[src/rtl/scc_mixer_pkg.sv]
// Shared definitions for the SCC stereo mixer.
// - SAMPLE_W / VOL_W : channel sample and volume widths
// - PAN_L / PAN_R    : bit positions of the left/right routing bits in ch_pan
// - sample_t         : signed channel sample
// - slot_w()         : width of the slot counter for a given channel count
package scc_mixer_pkg;

  localparam int SAMPLE_W = 8;
  localparam int VOL_W    = 4;

  localparam int PAN_L = 0;
  localparam int PAN_R = 1;

  typedef logic signed [SAMPLE_W-1:0] sample_t;

  // Slot runs 0..ch_num, so it needs enough bits for ch_num itself.
  function automatic int slot_w(input int ch_num);
    return $clog2(ch_num + 1);
  endfunction

endpackage

[src/rtl/scc_mixer_volume_mul.sv]
// Stage 1 of the mixer: registered signed sample x unsigned volume.
// Ports:
//   clk, nreset : clock, asynchronous active-low reset
//   en          : capture enable (low while the mixer is stalled)
//   wave        : signed sample
//   volume      : unsigned volume
//   prod_p1     : (wave * volume) >>> COEF_W, registered, DATA_W bits
module scc_mixer_volume_mul
  import scc_mixer_pkg::*;
#(
  parameter int DATA_W = SAMPLE_W,
  parameter int COEF_W = VOL_W
) (
  input  logic                     clk,
  input  logic                     nreset,
  input  logic                     en,
  input  logic signed [DATA_W-1:0] wave,
  input  logic        [COEF_W-1:0] volume,
  output logic signed [DATA_W-1:0] prod_p1
);

  localparam int FULL_W = DATA_W + COEF_W;

  logic signed [FULL_W-1:0] wave_x;
  logic signed [FULL_W-1:0] vol_x;
  logic signed [FULL_W-1:0] full;

  // Volume is unsigned, so it is zero-extended before the signed multiply;
  // full-scale product fits exactly in DATA_W+COEF_W bits.
  always_comb begin
    wave_x = FULL_W'(wave);
    vol_x  = $signed({{DATA_W{1'b0}}, volume});
    full   = wave_x * vol_x;
  end

  // ---- stage p1: scaled product ----
  always_ff @(posedge clk or negedge nreset) begin
    if (!nreset) begin
      prod_p1 <= '0;
    end else if (en) begin
      prod_p1 <= DATA_W'(full >>> COEF_W);
    end
  end

endmodule

[src/rtl/scc_stereo_mixer.sv]
// Time-multiplexed SCC stereo mixer.
// A slot counter walks 0..CH_NUM; in slot k the external channel memory
// presents channel k-1. Each sample is volume-scaled (stage p1) and then
// accumulated per side (stage p2). After the last channel the sums are
// written to left_out/right_out with a one-cycle out_valid pulse.
// Ports:
//   clk, nreset           : clock, asynchronous active-low reset
//   hold                  : stall; freezes slot, stage p1 and accumulators
//   slot                  : current slot (0 = idle)
//   ch_wave/ch_volume/ch_enable/ch_pan : addressed channel's settings
//   master_volume         : only with SCC_MIXER_MASTER_VOLUME_EN defined;
//                           output = sum * (master_volume+1) >> 4
//   left_out, right_out   : mixed samples, held between updates
//   out_valid             : pulse on output update
module scc_stereo_mixer
  import scc_mixer_pkg::*;
#(
  parameter int CH_NUM     = 5,
  parameter int OUT_W      = 11,
  parameter int ADD_OFFSET = 1
) (
  input  logic                        nreset,
  input  logic                        clk,
  input  logic                        hold,
  output logic [slot_w(CH_NUM)-1:0]   slot,
  input  logic [7:0]                  ch_wave,
  input  logic [3:0]                  ch_volume,
  input  logic                        ch_enable,
  input  logic [1:0]                  ch_pan,
`ifdef SCC_MIXER_MASTER_VOLUME_EN
  input  logic [3:0]                  master_volume,
`endif
  output logic [OUT_W-1:0]            left_out,
  output logic [OUT_W-1:0]            right_out,
  output logic                        out_valid
);

  localparam int SLOT_W = slot_w(CH_NUM);
  localparam logic [SLOT_W-1:0] LAST_SLOT = SLOT_W'(CH_NUM);

  if (CH_NUM < 1 || CH_NUM > 8) begin : g_bad_ch_num
    $error("scc_stereo_mixer: CH_NUM must be 1..8");
  end
  if (OUT_W < SAMPLE_W + $clog2(CH_NUM)) begin : g_bad_out_w
    $error("scc_stereo_mixer: OUT_W too narrow for CH_NUM channels");
  end

  // Offset mode flips the sign bit, i.e. adds 128 to every term, so a
  // disabled side still contributes the mid-scale value.
  function automatic logic [OUT_W-1:0] side_term(input logic signed [SAMPLE_W-1:0] p,
                                                 input logic keep);
    logic signed [SAMPLE_W-1:0] q;
    q = keep ? p : '0;
    if (ADD_OFFSET != 0) return OUT_W'({~q[SAMPLE_W-1], q[SAMPLE_W-2:0]});
    else                 return OUT_W'(q);
  endfunction

`ifdef SCC_MIXER_MASTER_VOLUME_EN
  function automatic logic [OUT_W-1:0] scale_out(input logic [OUT_W-1:0] v,
                                                 input logic [3:0] mv);
    logic signed [OUT_W+5:0] vx;
    logic signed [OUT_W+5:0] gain;
    logic signed [OUT_W+5:0] prod;
    if (ADD_OFFSET != 0) vx = $signed({6'b0, v});
    else                 vx = (OUT_W+6)'($signed(v));
    gain = $signed({{(OUT_W+1){1'b0}}, {1'b0, mv} + 5'd1});
    prod = vx * gain;
    return OUT_W'(prod >>> 4);
  endfunction
`endif

  logic                       adv;
  logic [SLOT_W-1:0]          slot_q;
  logic                       vld_p1;
  logic [SLOT_W-1:0]          tag_p1;
  logic                       keep_l_p1;
  logic                       keep_r_p1;
  logic signed [SAMPLE_W-1:0] prod_p1;
  logic                       last_p1;
  logic [OUT_W-1:0]           acc_l;
  logic [OUT_W-1:0]           acc_r;
  logic [OUT_W-1:0]           sum_l;
  logic [OUT_W-1:0]           sum_r;
  logic [OUT_W-1:0]           mix_l;
  logic [OUT_W-1:0]           mix_r;

  assign adv  = ~hold;
  assign slot = slot_q;

  // ---- stage p0: slot sequencing and channel request ----
  always_ff @(posedge clk or negedge nreset) begin
    if (!nreset) begin
      slot_q <= '0;
    end else if (adv) begin
      slot_q <= (slot_q == LAST_SLOT) ? '0 : slot_q + 1'b1;
    end
  end

  // ---- stage p1: product, tag and side masks ----
  scc_mixer_volume_mul #(
    .DATA_W (SAMPLE_W),
    .COEF_W (VOL_W)
  ) u_volume_mul (
    .clk     (clk),
    .nreset  (nreset),
    .en      (adv),
    .wave    (ch_wave),
    .volume  (ch_volume),
    .prod_p1 (prod_p1)
  );

  always_ff @(posedge clk or negedge nreset) begin
    if (!nreset) begin
      vld_p1    <= 1'b0;
      tag_p1    <= '0;
      keep_l_p1 <= 1'b0;
      keep_r_p1 <= 1'b0;
    end else if (adv) begin
      vld_p1    <= (slot_q != '0);
      tag_p1    <= slot_q;
      keep_l_p1 <= ch_enable & ch_pan[PAN_L];
      keep_r_p1 <= ch_enable & ch_pan[PAN_R];
    end
  end

  assign last_p1 = vld_p1 && (tag_p1 == LAST_SLOT);

  always_comb begin
    sum_l = acc_l + side_term(prod_p1, keep_l_p1);
    sum_r = acc_r + side_term(prod_p1, keep_r_p1);
`ifdef SCC_MIXER_MASTER_VOLUME_EN
    mix_l = scale_out(sum_l, master_volume);
    mix_r = scale_out(sum_r, master_volume);
`else
    mix_l = sum_l;
    mix_r = sum_r;
`endif
  end

  // ---- stage p2: accumulate, output write on last channel ----
  always_ff @(posedge clk or negedge nreset) begin
    if (!nreset) begin
      acc_l     <= '0;
      acc_r     <= '0;
      left_out  <= '0;
      right_out <= '0;
      out_valid <= 1'b0;
    end else begin
      out_valid <= adv & last_p1;
      if (adv && vld_p1) begin
        if (last_p1) begin
          left_out  <= mix_l;
          right_out <= mix_r;
          acc_l     <= '0;
          acc_r     <= '0;
        end else begin
          acc_l <= sum_l;
          acc_r <= sum_r;
        end
      end
    end
  end

endmodule
[config.mk]
export PLATFORM = sky130hd
export DESIGN_NAME = scc_stereo_mixer
export DESIGN_NICKNAME = d
export VERILOG_FILES = /design/src/rtl/scc_mixer_pkg.sv /design/src/rtl/scc_mixer_volume_mul.sv /design/src/rtl/scc_stereo_mixer.sv
export SDC_FILE = /design/constraint.sdc
export NUM_CORES = 1
export LEC_CHECK = 0
export ABC_AREA = 1
export ABC_CLOCK_PERIOD_IN_PS = 3060
export BUFFER_PORTS_ARGS = -buffer_cell sky130_fd_sc_hd__buf_2
export CORE_ASPECT_RATIO = 0.7
export CORE_MARGIN = 2
export CORE_UTILIZATION = 29
export CTS_BUF_LIST = sky130_fd_sc_hd__clkbuf_2
export DETAILED_ROUTE_END_ITERATION = 8
export PLACE_DENSITY = 0.52
export RECOVER_POWER = 25
export SYNTH_ARGS = -nofsm -noshare
export SYNTH_HDL_FRONTEND = slang
export SYNTH_SLANG_ARGS = --single-unit
[constraint.sdc]
create_clock -name clk -period 3.06 [get_ports clk]
set_input_delay 0.612 -clock clk [delete_from_list [all_inputs] [get_ports clk]]
set_output_delay 0.612 -clock clk [all_outputs]
set_load 0.02 [all_outputs]
; Word-level counts from Yosys, hierarchy flattened
; Cells that the tools add are included.
; W data, S select, Z words.
[totals]
out_inout_bits = 26
register_bits = 62
[classes]
mul = 1
n_reduce_logical = 4
addsub = 3
muxes = 5
eq_ne = 2
bitwise = 6
[ops]
columns = operator, n
row1 = $add A11 B8 Y11, 2
row2 = $mux W11, 2
row3 = $mux W8, 2
row4 = $mul A8 B5 Y12, 1
row5 = $eq A3 B3 Y1 const B, 2
row6 = $add A3 B1 Y3 const B, 1
row7 = $and A1 B1 Y1, 3
row8 = $mux W3, 1
row9 = $not A1 Y1, 3
row10 = $reduce_bool A3 Y1, 1
row11 = $logic_and A1 B1 Y1, 2
row12 = $reduce_and A2 Y1, 1

; Longest topological paths before layout
; Gate-level depths: netlist of run 1.
[depth]
ltp_word = 4
mapped_depth = 18
mapped_depth_nobuf = 17

; Modules after synthesis
; Synthesis of run 1 repeated with hierarchy kept, for this count alone.
[unflattened]
cells_unflattened = 643
area_unflattened_um2 = 4760.8
[modules_own_cells]
columns = mod, area_per_inst_um2, instances, cells_per_inst
row1 = scc_stereo_mixer, 3244.4, 1, 419
row2 = scc_mixer_volume_mul, 1516.5, 1, 224

; Least setup slack after synthesis of run 1
; OpenSTA, ideal clock, no wires.
[synth_timing]
kind = input-to-reg
start = in ch_volume[2]
end = reg u_volume_mul.prod_p1[7]
t_arrival_ns = 3.338
path_slack_ns = -0.395
cell_stages = 17
setup_time_ns = 0.117
n_path_buf = 1
cell_sequence = clkbuf_1 -> nand2_1 -> inv_1 -> ha_1 -> fa_1 -> inv_1 -> fa_1 -> inv_1 -> ha_1 -> a21oi_1 -> o21ai_0 -> nand2_1 -> nand2_1 -> nor2_1 -> nand2_1 -> nand3_1 -> nand2_1
[synth_via]
elab_chain_cells = 1
[synth_rtl]
columns = element, line
row1 = from (decl), scc_stereo_mixer.sv:27  ; input logic [3:0] ch_volume,
row2 = $mul A8 B5 Y12, scc_mixer_volume_mul.sv:33  ; full = wave_x * vol_x;
row3 = to (signal assigned), scc_mixer_volume_mul.sv:41  ; prod_p1 <= DATA_W'(full >>> COEF_W);
row4 = to (decl), scc_mixer_volume_mul.sv:19  ; output logic signed [DATA_W-1:0] prod_p1
; Every way passes these cells.
; A chain may end at the register's enable or synchronous reset.

; Worst setup path after layout of run 1
[layout_timing]
start = in ch_volume[3]
end = reg u_volume_mul.prod_p1[7]
; The elaborated chain is that of the path after synthesis.

==> summary.txt, run 1 <==
Synth
  • Distinct cell type count after synthesis: 31
  • Area share of the largest cell type after synthesis: 33.8%
  • Asr flop ratio synth: 100%
  • Synth Register Bits: 62
  • Synthesized area: 4590 um2
  • Most frequent cells after synthesis: nand2_1 (197), inv_1 (124), dfrtp_1 (62)
  • Most common cell in the netlist: nand2_1
  • Synthesized Nets: 699
  • Synth Flop Type: dfrtp_1
  • Syn Inst Count: 629
  • Sequential cell area fraction in the yosys report: 33.8%
  • Synth warn: 0
  • Post-synth EDFFs: 0
  • Yosys top cell by area: dfrtp_1
  • Top cells by area, synth: dfrtp_1 (34%), nand2_1 (16%), inv_1 (10%), ha_1 (9.5%), fa_1 (7.4%)
  • Syn avg cell area: 7.30 um2

Power
  • Max IR drop VDD: 0.000261 V
  • Pwr Total: 3.80 mW
  • PwrDens: 698 nW/um2
  • Leak pwr: 3.13 nW

STA
  • Fin crit share: 93.5%
  • Slew HR: -47.4%
  • RSZ-0062 raised after global routing: no
  • Clk_skew: 0.0182 ns
  • Final Max Tran Viols: 41
  • Setup violators final: 0
  • Endpoints failing hold: 0
  • Worst Max-Slew Pin Slew: 2.21 ns
  • Fmax achieved: 350 MHz
  • Fin crit period: 2.86 ns

Outcome
  • Failing checks: max-capacitance violations, max-slew violations
  • Status: finished, violations left

Global route
  • Largest net degree at the start of global routing: 41
  • Initial antenna violation count: 0
  • GR Util All Layers: 13.9%
  • Vias in the first global route: 4185
  • Grt total ovfl: 0
  • Global-route wire length before repair: 19.0 mm

Clock network
  • CTS Buffer Depth: 2
  • Post-CTS Setup Inserts: 0
  • CTS Buf Count: 9
  • CTS clk-pin slew, worst paths: 0.18 ns
  • CTS tree: built
  • H-tree level count: 3
  • CTS Hold Bufs: 0
  • Clock Tree Root: clkbuf_2
  • Post-cts repair resize count: 0
  • Clk_lat worst skew: 0.52 ns
  • TritonCTS sink count: 62

Detailed routing
  • Vias per cell: 4.51
  • Initial DRT Pass Iterations: 5
  • DRT antenna net count: 0
  • Initial drt markers: 206
  • DRC Markers: 0
  • Routed wire length: 10.3 mm
  • Routed length per instance: 11.4 um
  • DR vias: 4075

Worst setup path
  • CP required: 3.52 ns
  • Startpoint types: input pin
  • Worst Path Buf+Inv: 4
  • CP arrival: 3.32 ns
  • R2R setup slack: 0.75 ns
  • Critical-path cell list: buf_2, nand2_1, inv_1, ha_1, fa_1, inv_1, fa_1, inv_2, ha_4, nand2_2, o21ai_0, nand2_1, nand2_1, nor2_1, nand2_1, nand3_1, nand2_1
  • Critical path class: in2reg
  • CP max FO: 8
  • Crit path max-delay family: adder cells
  • Crit-path slowest cell: fa_1
  • CP endpoint kind: flip-flop
  • Most frequent CP cell: nand2_1
  • Critical Path Max Stage Delay: 0.49 ns

Floorplanning
  • IO Pins: 44
  • Die Y: 109 um
  • Die X: 154 um
  • Starting Density: 29.6%
  • Full die area: 16900 um2
  • Core Area: 15500 um2
  • Row Count: 38

Placement
  • Port bufs: 43
  • GP Congestion: 0.873
  • Dpl hpwl: 8.32 mm

Layout
  • Final #Nets: 768
  • Area Growth Syn to Fin: 18.6%
  • Finished Core Util: 35.1%
  • Antenna diode count: 0
  • Share of layout cells above drive strength 1: 17.4%
  • FILL cells: 1651

Worst hold path
  • Hold WC Path Type: in2reg

Flow run
  • Max Cap Viol: 1
-- report_power, final --
| part | internal [mW] | switching (mW) | total (mW) |
|---|---|---|---|
| clock | 0.182 | 0.315 | 0.497 |
| combinational | 0.750 | 1.18 | 1.93 |
| sequential | 1.14 | 0.226 | 1.37 |
-- final cells by class --
| type | count | area (um2) | share of cell area (%) |
|---|---|---|---|
| multi-input cells | 426 | 2630 | 48.3 |
| flip-flops and latches | 62 | 1550 | 28.5 |
| inverters | 128 | 480 | 8.83 |
| repair buffers | 71 | 423 | 7.77 |
| well taps | 200 | 250 | 4.60 |
| clock inverters | 7 | 65.1 | 1.20 |
| clock buffers | 9 | 45.0 | 0.828 |
-- kinds of logic (layout without fill, tap and decap cells) --
logic type / count (synthesis) / count (layout) / share of synthesized area [%]
XOR/XNOR: 10 / 10 / 1.91
flip-flops: 62 / 62 / 33.8
AO/OA/AOI/OAI: 74 / 74 / 8.91
adder cells (fa/ha/maj): 52 / 52 / 17.0
buffers and inverters: 141 / 215 / 11.8
AND/OR/NAND/NOR: 290 / 290 / 26.6
-- placed cells by master, fill, tap and decap left out, types with 2 or more instances in the layout --
master,Yosys,layout
nand2_1,197,195
inv_1,124,120
dfrtp_1,62,62
nand3_1,49,48
buf_2,3,41
o21ai_0,29,29
buf_4,0,28
ha_1,35,27
a21oi_1,21,18
fa_1,17,17
nor2_1,17,16
o21ai_1,9,9
clkbuf_2,0,9
inv_2,4,8
ha_4,0,8
nand3b_1,6,6
xor2_1,6,6
nand2_2,4,5
nand4_1,5,5
nor3_1,5,5
xnor2_1,4,4
or2_2,4,4
clkinv_2,0,4
nor2_2,2,3
a21oi_2,0,3
o21ai_2,3,3
o21a_1,3,3
a31oi_1,2,2
o21bai_1,2,2
o22ai_1,2,2
clkinvlp_4,0,2
clkbuf_1,9,2
-- through the flow --
step / cells / setup TNS [ns] / hold slack, ns / area (um2) / worst slack, ns
final: 903 / 0 / 0.323 / 5440 / 0.200
after global routing: 903 / 0 / 0.267 / 5440 / 0.0806
after CTS: 903 / 0 / 0.198 / 5440 / 0.291
after detailed placement: 887 / -1.08 / 0.461 / 5330 / -0.299
after global placement: 887 / -0.951 / 0.461 / 5330 / -0.260
after floorplan: 629 / -0.113 / 0.316 / 4740 / -0.0866
-- final timing paths --
path / startpoint / to / cells past startpoint
min: ch_pan[0] / keep_l_p1 / 3
min reg2reg: left_out[10] / left_out[10] / 2
max reg2reg: keep_l_p1 / acc_l[6] / 12
min in group asynchronous: nreset / left_out[1] / 1
max: ch_volume[3] / u_volume_mul.prod_p1[7] / 17
max in group asynchronous: nreset / acc_r[7] / 1
-- sequential cells by signal, indices dropped and copies added, names as in the netlist --
| signal | cells |
|---|---|
| keep_r_p1 | 1 |
| u_volume_mul.prod_p1 | 8 |
| left_out | 11 |
| acc_l | 11 |
| right_out | 11 |
| acc_r | 11 |
| tag_p1 | 3 |
| vld_p1 | 1 |
| out_valid | 1 |
| keep_l_p1 | 1 |
| slot | 3 |
-- per-layer routing --
layer	global-route usage, %	share of wire, %
met1	19.7	53
met2	21.8	42
met3	3.22	3.7
met4	2.98	0.87
met5	0	0
-- worst register-to-register path: stages (launching register included) --
cell and delay (ns):
dfrtp_1 0.54, nand2_1 0.10, inv_1 0.07, ha_1 0.19, inv_1 0.06, fa_1 0.37, inv_1 0.09, nand2_1 0.09
o21ai_2 0.20, a21oi_1 0.11, or2_2 0.29, nand3_1 0.07, nand2_1 0.06
No activity file was read; power rests on OpenSTA's default activity.
==> run 2: changes to the inputs <==
CORE_UTILIZATION = 55   (was 29)
PLACE_DENSITY = 0.82   (was 0.52)
RECOVER_POWER = 100   (was 25)
==> run 2 against run 1 <==
Against the previous run: the flow finishes with violations (design-rule violations, max-capacitance violations, max-slew violations); clock-buffer cell count is the same; global-route usage up 11 points; cell area fell by 3.9%; wire length down 2.3%; register-to-register slack worse by 0.23 ns; maximum frequency is 1.5% lower; hold slack better by 0.031 ns; core utilization rose by 30 points; clock power is 5.8% lower; critical path depth rose by 1; combinational power decreased by 2%.
==> summary.txt, run 2 (synthesis results as in run 1) <==
Outcome
  • Status: finished, violations left
  • Failing checks: design-rule violations, max-capacitance violations, max-slew violations

Detailed routing
  • Routed wire length: 10.1 mm
  • DRC Markers: 2
  • Initial DRT Pass Iterations: 6
  • Routed length per instance: 12.6 um
  • Initial drt markers: 260
  • DR vias: 4173
  • DRT antenna net count: 0
  • Vias per cell: 5.20

Global route
  • Largest net degree at the start of global routing: 41
  • GR Util All Layers: 25.2%
  • Vias in the first global route: 4220
  • Initial antenna violation count: 0
  • Global-route wire length before repair: 18.4 mm
  • Grt total ovfl: 0

Worst setup path
  • CP required: 3.48 ns
  • CP endpoint kind: flip-flop
  • Startpoint types: input pin
  • CP arrival: 3.32 ns
  • Critical path class: in2reg
  • CP max FO: 7

Floorplanning
  • Die X: 113 um
  • Starting Density: 57.6%
  • Core Area: 7970 um2
  • Die Y: 80.4 um
  • Full die area: 9100 um2
  • Row Count: 27
  • IO Pins: 44

Clock network
  • Clk_lat worst skew: 0.52 ns
  • CTS clk-pin slew, worst paths: 0.15 ns
  • CTS Buf Count: 9
  • CTS Buffer Depth: 2
  • Clock Tree Root: clkbuf_2
  • H-tree level count: 3
  • TritonCTS sink count: 62
  • CTS Hold Bufs: 0
  • CTS tree: built
  • Post-cts repair resize count: 0
  • Post-CTS Setup Inserts: 0

Layout
  • Antenna diode count: 0
  • Most frequent cells in the layout: nand2_1 (197), inv_1 (122), dfrtp_1 (62)
  • Most common cell after layout, fill and taps aside: nand2_1
  • Area Growth Syn to Fin: 14.0%
  • Finished Layout Cells: 802
  • Final #Nets: 766
  • Share of layout cells above drive strength 1: 11.4%

Power
  • Flop pwr share: 36.7%
  • Clock power frac: 12.5%
  • PwrDens: 713 nW/um2
  • Switch Pwr: 1.71 mW
  • Pint: 2.02 mW
  • Pwr Total: 3.73 mW
  • Switch share: 45.8%
  • Leak pwr: 3.01 nW
  • Comb pwr share: 50.7%
  • Max IR drop VDD: 0.000516 V

STA
  • Setup violators final: 0
  • Clk_skew: 0.0152 ns
  • Worst Max-Slew Pin Slew: 2.10 ns
  • Fmax achieved: 344 MHz
  • Slew HR: -40.2%
  • Final Max Tran Viols: 41
  • Fin crit share: 94.9%
  • RSZ-0062 raised after global routing: no
  • Hold_ws: 0.354 ns
  • Fin crit period: 2.90 ns
  • Endpoints failing hold: 0
  • TNS Setup: 0 ns

Flow run
  • Max Cap Viol: 1

Placement
  • DP Cell Count: 786
  • Port bufs: 43
  • Dpl hpwl: 8.11 mm
  • GP Congestion: 0.902

Worst hold path
  • Hold WC Path Type: in2reg
run 2: cell types whose count changed in the layout (fill, tap and decap cells not counted), moves of 3 or more:
cell / delta
buf_4: -6
clkinv_1: +4
o21ai_2: -3
o21ai_1: -6
buf_2: -27
clkbuf_1: +29
o21ai_0: +9
run 2: worst max-delay path: stages:
cell	delay, ns
clkbuf_2	0.16
buf_4	0.16
nand2_1	0.06
inv_1	0.05
ha_1	0.30
ha_1	0.28
inv_1	0.05
fa_1	0.53
inv_1	0.04
ha_1	0.28
buf_4	0.12
nand2_1	0.04
o21ai_1	0.26
nand2_1	0.13
nand2_1	0.07
nand2_1	0.05
nand3_1	0.06
nand2_1	0.06
run 2: metal layers:
layer  vias up  part of all wire (%)  GRT usage, %
li1       2087                     -             -
met5         -                     0             0
met3        15                   6.7          7.09
met1      1961                    48          33.7
met4         0                   1.1          7.20
met2       110                    44          40.4
run 2: path summary, 6_finish.rpt:
path | from | to | slack (ns) | cells past startpoint
max | ch_volume[2] | u_volume_mul.prod_p1[3] | 0.16 | 18
min | ch_pan[0] | keep_l_p1 | 0.35 | 3
max reg2reg | keep_r_p1 | right_out[6] | 0.52 | 10
min reg2reg | right_out[10] | right_out[10] | 0.50 | 2
max in group asynchronous | nreset | acc_l[4] | 0.88 | 2
min in group asynchronous | nreset | left_out[2] | 0.68 | 1
run 2: area by class of cell:
| class | count | area (um2) |
|---|---|---|
| Sequential cell | 62 | 1550 |
| Multi-Input combinational cell | 426 | 2610 |
| Tap cell | 101 | 126 |
| Clock inverter | 7 | 55.1 |
| Timing Repair Buffer | 69 | 362 |
| Inverter | 128 | 480 |
| Clock buffer | 9 | 45.0 |
| Fill cell | 656 | 2740 |
run 2: stage by stage:
step / worst slack [ns] / cell area, um2 / utilization (%)
after global placement: -0.206 / 5190 / 65.2
after CTS: 0.228 / 5300 / 66.4
after global routing: 0.0382 / 5230 / 65.6
after detailed placement: -0.356 / 5190 / 65.2
after floorplan: -0.0866 / 4740 / -
final: 0.155 / 5230 / 65.6
run 2: power by group through the flow:
stage	clock (mW)	sequential, mW	combinational [mW]
5_1_grt	0.514	1.41	2.17
6_report	0.468	1.37	1.89
3_3_place_gp	0	1.37	1.86
2_1_floorplan	0	1.52	1.23
4_1_cts	0.477	1.36	1.95
3_5_place_dp	0	1.38	1.94
